File: src/rtl/truth_table_scanner_pkg.sv
// truth_table_scanner_pkg
// Shared definitions for the truth-table scanner: FSM state encoding, the
// default number of function inputs and the minterm-mask width constant.
package truth_table_scanner_pkg;

    typedef enum logic [1:0] {
        StIdle   = 2'd0,
        StDrive  = 2'd1,
        StSample = 2'd2,
        StDone   = 2'd3
    } state_e;

    // Default number of scanned function inputs (legal range 2..6).
    localparam int unsigned DefaultN = 4;

    // Width of the minterm mask for the default input count.
    localparam int unsigned MINTERMS = 2 ** DefaultN;

    // Minterm-mask width for an arbitrary input count.
    function automatic int unsigned minterms_of(input int unsigned n);
        return 2 ** n;
    endfunction

endpackage

File: src/rtl/truth_table_scanner_scan_counter.sv
// truth_table_scanner_scan_counter
// Loadable N-bit index counter used to step through all input combinations.
// Ports:
//   clk, reset  rising-edge clock, asynchronous active-high reset
//   clear       synchronous clear to 0 (highest priority after reset)
//   load        synchronous load of load_value
//   load_value  value taken on load
//   en          advance by one; holds once the terminal count is reached
//   idx         current index
//   tc          terminal count, high when idx = 2^N-1
module truth_table_scanner_scan_counter
    import truth_table_scanner_pkg::*;
#(
    parameter int unsigned N = DefaultN
) (
    input  logic         clk,
    input  logic         reset,
    input  logic         clear,
    input  logic         load,
    input  logic [N-1:0] load_value,
    input  logic         en,
    output logic [N-1:0] idx,
    output logic         tc
);

    assign tc = &idx;

    always_ff @(posedge clk or posedge reset) begin
        if (reset) begin
            idx <= '0;
        end else if (clear) begin
            idx <= '0;
        end else if (load) begin
            idx <= load_value;
        end else if (en && !tc) begin
            // Saturate at the last index so vars keeps showing it afterwards.
            idx <= idx + N'(1);
        end
    end

endmodule

File: src/rtl/truth_table_scanner.sv
// truth_table_scanner
// Recovers the minterm list of an external combinational function by stepping
// all 2^N input combinations onto it (two cycles each: DRIVE then SAMPLE) and
// collecting the sampled outputs into a mask plus a minterm count.
// Optional feature macro: EQUIV_CHECK_EN -- when defined, f is compared with
// f_ref on every sample and the first differing index is recorded; when not
// defined, f_ref is ignored and mismatch/first_diff are tied to 0.
// Ports:
//   clk, reset  rising-edge clock, asynchronous active-high reset
//   start       scan request, sampled only in IDLE
//   f           output of the function under scan (combinational in vars)
//   f_ref       reference function output (EQUIV_CHECK_EN only)
//   vars        current input combination, vars[N-1] is the MSB
//   mask        recovered minterms, mask[i] = f(i)
//   count       number of minterms in mask
//   busy        high while a scan is in progress
//   done        one-cycle pulse on scan completion
//   mismatch    sticky: f differed from f_ref at some index
//   first_diff  lowest index at which f differed from f_ref
module truth_table_scanner
    import truth_table_scanner_pkg::*;
#(
    parameter int unsigned N = DefaultN
) (
    input  logic              clk,
    input  logic              reset,
    input  logic              start,
    input  logic              f,
    input  logic              f_ref,
    output logic [N-1:0]      vars,
    output logic [2**N-1:0]   mask,
    output logic [N:0]        count,
    output logic              busy,
    output logic              done,
    output logic              mismatch,
    output logic [N-1:0]      first_diff
);

    state_e         state_q;
    logic [N-1:0]   idx;
    logic           tc;
    logic           accept;
    logic           sample_en;

    assign accept    = (state_q == StIdle) && start;
    assign sample_en = (state_q == StSample);

    truth_table_scanner_scan_counter #(
        .N (N)
    ) u_scan_counter (
        .clk        (clk),
        .reset      (reset),
        .clear      (accept),
        .load       (1'b0),
        .load_value ('0),
        .en         (sample_en),
        .idx        (idx),
        .tc         (tc)
    );

    // The index register drives the function inputs directly; it is only
    // updated at the end of SAMPLE, so it is stable across DRIVE and SAMPLE.
    assign vars = idx;

    always_ff @(posedge clk or posedge reset) begin
        if (reset) begin
            state_q <= StIdle;
            mask    <= '0;
            count   <= '0;
            busy    <= 1'b0;
            done    <= 1'b0;
        end else begin
            done <= 1'b0;
            unique case (state_q)
                StIdle: begin
                    if (start) begin
                        state_q <= StDrive;
                        mask    <= '0;
                        count   <= '0;
                        busy    <= 1'b1;
                    end
                end
                StDrive: begin
                    state_q <= StSample;
                end
                StSample: begin
                    mask[idx] <= f;
                    count     <= count + {{N{1'b0}}, f};
                    if (tc) begin
                        state_q <= StDone;
                        busy    <= 1'b0;
                        done    <= 1'b1;
                    end else begin
                        state_q <= StDrive;
                    end
                end
                StDone: begin
                    state_q <= StIdle;
                end
                default: begin
                    state_q <= StIdle;
                end
            endcase
        end
    end

`ifdef EQUIV_CHECK_EN
    always_ff @(posedge clk or posedge reset) begin
        if (reset) begin
            mismatch   <= 1'b0;
            first_diff <= '0;
        end else if (accept) begin
            mismatch   <= 1'b0;
            first_diff <= '0;
        end else if (sample_en && (f != f_ref) && !mismatch) begin
            // Only the first difference is recorded; later ones are ignored.
            mismatch   <= 1'b1;
            first_diff <= idx;
        end
    end
`else
    logic unused_f_ref;
    assign unused_f_ref = f_ref;
    assign mismatch     = 1'b0;
    assign first_diff   = '0;
`endif

endmodule

File: config.mk
export PLATFORM = sky130hd
export DESIGN_NAME = truth_table_scanner
export DESIGN_NICKNAME = d
export VERILOG_FILES = /design/src/rtl/truth_table_scanner_pkg.sv /design/src/rtl/truth_table_scanner_scan_counter.sv /design/src/rtl/truth_table_scanner.sv
export SDC_FILE = /design/constraint.sdc
export NUM_CORES = 1
export LEC_CHECK = 0
export ABC_AREA = 1
export CORE_MARGIN = 2
export CORE_UTILIZATION = 54
export DETAILED_ROUTE_END_ITERATION = 8
export GPL_TIMING_DRIVEN = 0
export PLACE_DENSITY = 0.92
export SLEW_MARGIN = 15
export SYNTH_ARGS = -nofsm -noshare
export SYNTH_HDL_FRONTEND = slang
export SYNTH_HIERARCHICAL = 1
export SYNTH_SLANG_ARGS = --single-unit
export TNS_END_PERCENT = 20
File: constraint.sdc
create_clock -name clk -period 1.9 [get_ports clk]
set_input_delay 0.475 -clock clk [delete_from_list [all_inputs] [get_ports clk]]
set_output_delay 0.475 -clock clk [all_outputs]
set_load 0.01 [all_outputs]
==> results by group, run 1 <==
Clocking
  • CTS Sinks: 29
  • Root buf cell: clkbuf_4
  • CTS buffer count: 5
  • CTS Hold Buffers Added: 0
  • Clock Latency Late Sink: 340 ps
  • CTS tree: yes
  • CTS Buffer Depth: 2
  • H-tree levels: 2
  • Reg clk slew, reported paths: about 80 ps

Floorplanning
  • Die extent in x: 59.5 um
  • Die H: 59.5 um
  • Starting Density: between 50% and 60%
  • Ports: 37
  • Total die area: 0.00354 mm^2
  • Core area: 0.00300 mm^2
  • Rows: 20

Route
  • WL final: 3.62 mm
  • Average routed wire per standard cell: approximately 12 um
  • Iter 0 DRT Violations: 53
  • Routed Antenna Nets: 0
  • Initial DRT Pass Iterations: 4
  • Vias/cell: 4.98
  • Remaining DRCs: 0
  • Vias: 1559

Synthesis
  • Post-synthesis area per instance: 7.27 um^2
  • Asr flop ratio synth: 100%
  • Distinct cells, synth: 23
  • Most numerous cell in the Yosys netlist: nand2_1
  • Yosys top cell by area: dfrtp_1
  • Mapped Area: 0.00166 mm^2
  • Top_reg_cell synth: dfrtp_1
  • Cells after Synth: ~230
  • Seq cells post-synth: 29
  • Seq/Total Area, Yosys: 43.6%
  • Synth top cells by count: nand2_1, inv_1, dfrtp_1, nor2_1, nand3_1
  • Number of flops mapped to enable cells by yosys: 0
  • Post-synth top area share: 43.6%
  • Yosys warning total: 6
  • Largest cells by area after synthesis: dfrtp_1, nand2_1, inv_1

Global route
  • Vias in the first global route: 1405
  • Pin count of the biggest net entering global routing: 26
  • GRT Overall Usage: 22.8%
  • Global-route wire length before repair: 6.00 mm
  • Grt total ovfl: 0
  • Initial antenna violation count: 0

Timing
  • Max-slew violations: 0
  • Slew HR: a little under two fifths
  • Max frequency: approximately 0.54 GHz
  • Period utilisation layout: 97.0%
  • Final Critical Period: 1840 ps
  • Worst Skew: 9.92 ps
  • Final setup fails: 0
  • Fin. Hold Viols: 0
  • Setup TNS: 0 ps
  • RSZ-0062 raised after global routing: false
  • Worst-Margin Slew: 927 ps

Pwr
  • Power Total: 2.53 mW
  • Power per cell area: 1180 mW/mm^2
  • Pleak: 1.07 nW
  • Worst vdd ir: between 0.7 and 0.8 mV

Placement
  • Dpl hpwl: 2.57 mm
  • Placed cells: 305
  • I/O Buffers: 30
  • Final RePlAce weighted congestion: 0.861

Critical path
  • CP Buf/Inv Count: 1
  • Crit path launch type: flop
  • WP data arrival: 1370 ps
  • Crit Path Max Fanout: 10
  • Crit. End Element: output port
  • Critical path cell sequence: clkdlybuf4s50_1
  • CP max stage delay: 570 ps
  • Worst path slowest cell: clkdlybuf4s50_1
  • Setup Crit Path Kind: flop to output port
  • Top delay family on crit path: buffers and inverters
  • Worst path required time: 1420 ps

Layout
  • Final cell count without fillers: 313
  • Ant. Diodes: 0
  • # nets final: 287
  • Fillers: around 250
  • Layout area overhead: 29.1%
  • Layout cells sized above 1: 12.9%

Worst hold path
  • HP Class: primary input to asynchronous set/reset pin

Status
  • Run status: completed

Flow run
  • Max_cap viols: 0
-- final timing paths --
check	start	to	slack, ps	cells after the start
max	u_scan_counter/idx[0]$_DFFE_PP0P_	vars[0]	60	1
min	reset	u_scan_counter/idx[0]$_DFFE_PP0P_	360	2
max reg2reg	state_q[1]$_DFFE_PP0P_	u_scan_counter/idx[2]$_DFFE_PP0P_	430	7
min reg2reg	count[0]$_DFFE_PP0P_	count[0]$_DFFE_PP0P_	510	2
max in group asynchronous	reset	count[2]$_DFFE_PP0P_	600	2
min in group clk	count[0]$_DFFE_PP0P_	count[0]$_DFFE_PP0P_	510	2
-- report_power, final --
group	leakage, nW	switching [mW]	total [mW]	internal (mW)
clock network	0.0455	0.217	0.531	0.314
registers	0.383	0.182	0.929	0.747
logic	0.643	0.649	1.07	0.419
-- sequential cells by signal (all words and copies together), names as in the netlist --
| register | count |
|---|---|
| busy | 1 |
| mask | 16 |
| u_scan_counter/idx | 4 |
| state_q | 2 |
| count | 5 |
| done | 1 |
-- routing by layer --
| layer | track usage (%) | routed length, um |
|---|---|---|
| met4 | 8.57 | 87 |
| met3 | 7.21 | 216 |
| met5 | 0 | 0 |
| met2 | 39.2 | 1770 |
| met1 | 26.4 | 1540 |
-- through the flow --
step                area, um^2  worst slack, ps  hold WS (ps)  util, %
finish                    2150             56.7           360     71.5
global route              2150             2.57           382     71.5
CTS                       2140             6.25           359     71.4
detailed placement        2050             13.8           496     68.4
global placement          2050             59.5           489     68.4
floorplan                 1710              639           241        -
-- layout make-up --
class / instances / area, um^2 / area share [%]
repair buffers: 30 / 303 / 14.1
flip-flops and latches: 29 / 732 / 34.1
clock inverters: 1 / 30.0 / 1.40
multi-input cells: 172 / 801 / 37.3
well taps: 33 / 41.3 / 1.92
clock buffers: 7 / 55.1 / 2.56
plain buffers: 7 / 56.3 / 2.62
inverters: 34 / 130 / 6.06
-- cell families after synthesis --
group	Yosys count	synth area share, %
other	1	0.225
adders and majority gates	3	2.26
DFF	29	43.6
AOI/OAI and AO/OA	13	5.41
buffers and inverters	41	11.2
and+or+nand+nor	142	37.3
-- layout by cell type (no fill, tap or decap), drive strengths merged --
cell type	netlist	routed
a21oi	1	1
buf	7	7
bufinv	0	1
clkbuf	0	7
clkdlybuf4s50	0	29
conb	1	14
dfrtp	29	29
dlymetal6s2s	0	1
ha	3	3
inv	34	34
nand2	86	86
nand3	18	18
nand4	5	5
nor2	31	31
o21ai	9	9
o21bai	2	2
o22ai	1	1
or2	2	2
-- what timing repair did --
item                                    4_1_cts  5_1_grt
gates resized for setup                       4        2
endpoints found under the setup margin        4        2
pin swaps                                     0        0
endpoints found under the hold margin         0        0
setup buffers                                 0        0
(Power assumes the default switching activity.)
==> run 2: changes to the inputs <==
CORE_ASPECT_RATIO = 0.5   (was not set)
==> run 2 against run 1 <==
- sequential cell count did not move
- routed wire length is 0.50% higher
- non-clock buffer count is the same
- register-to-register slack worse by 40 ps
- clock-buffer cell count unchanged
- largest cell class unchanged
- clock skew shrank 5.3 ps
==> results by group, run 2 (synthesis results as in run 1) <==
Status
  • Run status: completed (unchanged)

Layout
  • # nets final: 287 (unchanged)
  • Top flop regs: mask x16, count x5, u_scan_counter/idx x4 (unchanged)
  • Ant. Diodes: 0 (unchanged)
  • Max FFs per register: 16 (unchanged)
  • Top reg by flops: mask (unchanged)
  • Most frequent cells in the layout: nand2_1, inv_1, clkdlybuf4s50_1 (was nand2_1, inv_1, nor2_1, clkdlybuf4s50_1, dfrtp_1)
  • Layout area overhead: 30.4% (was 29.1%)
  • Fillers: 217 (was 249)
  • Most common cell after layout, fill and taps aside: nand2_1 (unchanged)
  • Layout cells sized above 1: 12.9% (unchanged)
  • Final cell count without fillers: 320 (was 313)

Global route
  • Routing usage on met1: 28.3% (was 26.4%)
  • M3 GR Usage: 5.96% (was 7.21%)
  • GRT Overall Usage: 23.0% (was 22.8%)
  • Pin count of the biggest net entering global routing: 26 (unchanged)
  • Met2 GRT Util: 36.9% (was 39.2%)
  • Initial antenna violation count: 0 (unchanged)
  • Most used routing layer: met2 (unchanged)
  • Vias in the first global route: 1418 (was 1405)
  • Grt total ovfl: 0 (unchanged)
  • Global-route wire length before repair: 5.96 mm (was 6.00 mm)

Route
  • Routed Antenna Nets: 0 (unchanged)
  • Remaining DRCs: 0 (unchanged)
  • Vias/cell: 4.88 (was 4.98)
  • WL final: 3.63 mm (was 3.62 mm)
  • Vias: 1563 (was 1559)
  • Average routed wire per standard cell: 11.4 um (was 11.5 um)
  • Initial DRT Pass Iterations: 4 (unchanged)
  • Iter 0 DRT Violations: 125 (was 53)

Critical path
  • Setup Crit Path Kind: flop to output port (unchanged)
  • RR Endpoint: u_scan_counter/idx[2]$_DFFE_PP0P_ (unchanged)
  • Crit path launch type: flop (unchanged)
  • Worst r2r src: state_q[1]$_DFFE_PP0P_ (unchanged)
  • Critical path cell sequence: clkdlybuf4s50_1 (unchanged)
  • Crit. End Element: output port (unchanged)
  • Crit Path Max Fanout: 11 (was 10)
  • R2R setup slack: 390 ps (was 430 ps)
  • Top delay family on crit path: buffers and inverters (unchanged)
  • Worst path slowest cell: clkdlybuf4s50_1 (unchanged)
  • R2r worst-path depth: 7 (unchanged)
  • WP data arrival: 1340 ps (was 1370 ps)
  • Worst path required time: 1420 ps (about the same)
  • CP Buf/Inv Count: 1 (unchanged)
  • CP max stage delay: 580 ps (was 570 ps)

Floorplanning
  • Starting Density: 55.9% (was 55.4%)
  • Die H: 43.3 um (was 59.5 um)
  • Rows: 14 (was 20)
  • Total die area: 0.00357 mm^2 (was 0.00354 mm^2)
  • Core area: 0.00298 mm^2 (was 0.00300 mm^2)
  • Ports: 37 (unchanged)
  • Die extent in x: 82.5 um (was 59.5 um)

Placement
  • Final RePlAce weighted congestion: 0.818 (was 0.861)
  • I/O Buffers: 30 (unchanged)
  • Dpl hpwl: 2.57 mm (about the same)
  • Placed cells: 312 (was 305)

Worst hold path
  • HP Class: primary input to asynchronous set/reset pin (unchanged)

Clocking
  • Root buf cell: clkbuf_8 (was clkbuf_4)
  • CTS buffer count: 5 (unchanged)
  • Clock Latency Late Sink: 290 ps (was 340 ps)
  • H-tree levels: 2 (unchanged)
  • CTS Buffer Depth: 2 (unchanged)
  • CTS tree: yes (unchanged)
  • Reg clk slew, reported paths: 60 ps (was 80 ps)
  • CTS Sinks: 29 (unchanged)

Timing
  • Period utilisation layout: 95.3% (was 97.0%)
  • Max-slew violations: 0 (unchanged)
  • Final Critical Period: 1810 ps (was 1840 ps)
  • Worst-Margin Slew: 952 ps (was 927 ps)
  • Worst Skew: 4.62 ps (was 9.92 ps)
  • Setup TNS: 0 ps (unchanged)
  • Slew HR: 36.5% (was 38.1%)
  • RSZ-0062 raised after global routing: false (unchanged)
  • Fin. Hold Viols: 0 (unchanged)
  • Final setup fails: 0 (unchanged)
  • Max frequency: 0.552 GHz (was 0.543 GHz)

Flow run
  • Max_cap viols: 0 (unchanged)

Pwr
  • Pleak: 1.07 nW (about the same)
  • Power per cell area: 1190 mW/mm^2 (was 1180 mW/mm^2)
  • Worst vdd ir: 0.750 mV (was 0.763 mV)
run 2: changes by cell type in the layout (fill, tap and decap cells not counted), sizes merged:
cell	delta
bufinv	-1
clkdlybuf4s50	+1
clkinv	+1
dlymetal6s2s	-1
run 2: final cells by class:
type                            count  area, um^2  area share (%)
Clock inverter                      1        5.00           0.231
Sequential cell                    29         731            33.7
Multi-Input combinational cell    172         801            36.9
Tap cell                           40        50.0            2.31
Buffer                              7        56.3            2.60
Inverter                           34         130            6.00
Clock buffer                        7        96.3            4.44
Timing Repair Buffer               30         300            13.8
run 2: repair_timing:
action,4_1_cts,5_1_grt
setup buffers,0,0
hold buffers,0,0
gates resized for setup,1,3
endpoints found under the hold margin,0,0
setup endpoints to repair,1,3
pin swaps,0,0
run 2: power by group:
| part | switching (mW) | leakage, nW | internal (mW) | total [mW] |
|---|---|---|---|---|
| clock network | 0.240 | 0.0542 | 0.327 | 0.567 |
| registers | 0.182 | 0.385 | 0.748 | 0.930 |
| logic | 0.656 | 0.629 | 0.421 | 1.08 |
| total | 1.08 | 1.07 | 1.50 | 2.57 |
run 2: per-layer routing:
metal  part of all wire, %  vias to the layer above
met5                     0                        -
met4                   2.3                        0
met3                   6.1                       10
met2                    49                       46
met1                    42                      725
li1                      -                      782
run 2: worst max path at each step:
stage / from / to / slack, ps / cells past startpoint
5_1_grt: u_scan_counter/idx[2]$_DFFE_PP0P_ / vars[2] / 40 / 1
3_5_place_dp: f / count[4]$_DFFE_PP0P_ / 10 / 7
6_report: u_scan_counter/idx[2]$_DFFE_PP0P_ / vars[2] / 90 / 1
3_3_place_gp: f / count[4]$_DFFE_PP0P_ / 60 / 7
2_1_floorplan: u_scan_counter/idx[0]$_DFFE_PP0P_ / u_scan_counter/idx[2]$_DFFE_PP0P_ / 640 / 6
4_1_cts: u_scan_counter/idx[0]$_DFFE_PP0P_ / vars[0] / 9 / 1
run 2: per-stage QoR:
step	hold slack (ps)	utilization [%]	setup slack (ps)	power (mW)	instance area, um^2
global placement	483	69.3	64.8	1.94	2060
detailed placement	488	69.3	12.6	1.98	2060
global route	417	72.9	40.3	2.76	2170
finish	400	72.9	90.0	2.57	2170
CTS	394	72.7	9.04	2.56	2170
floorplan	241	-	639	1.60	1710
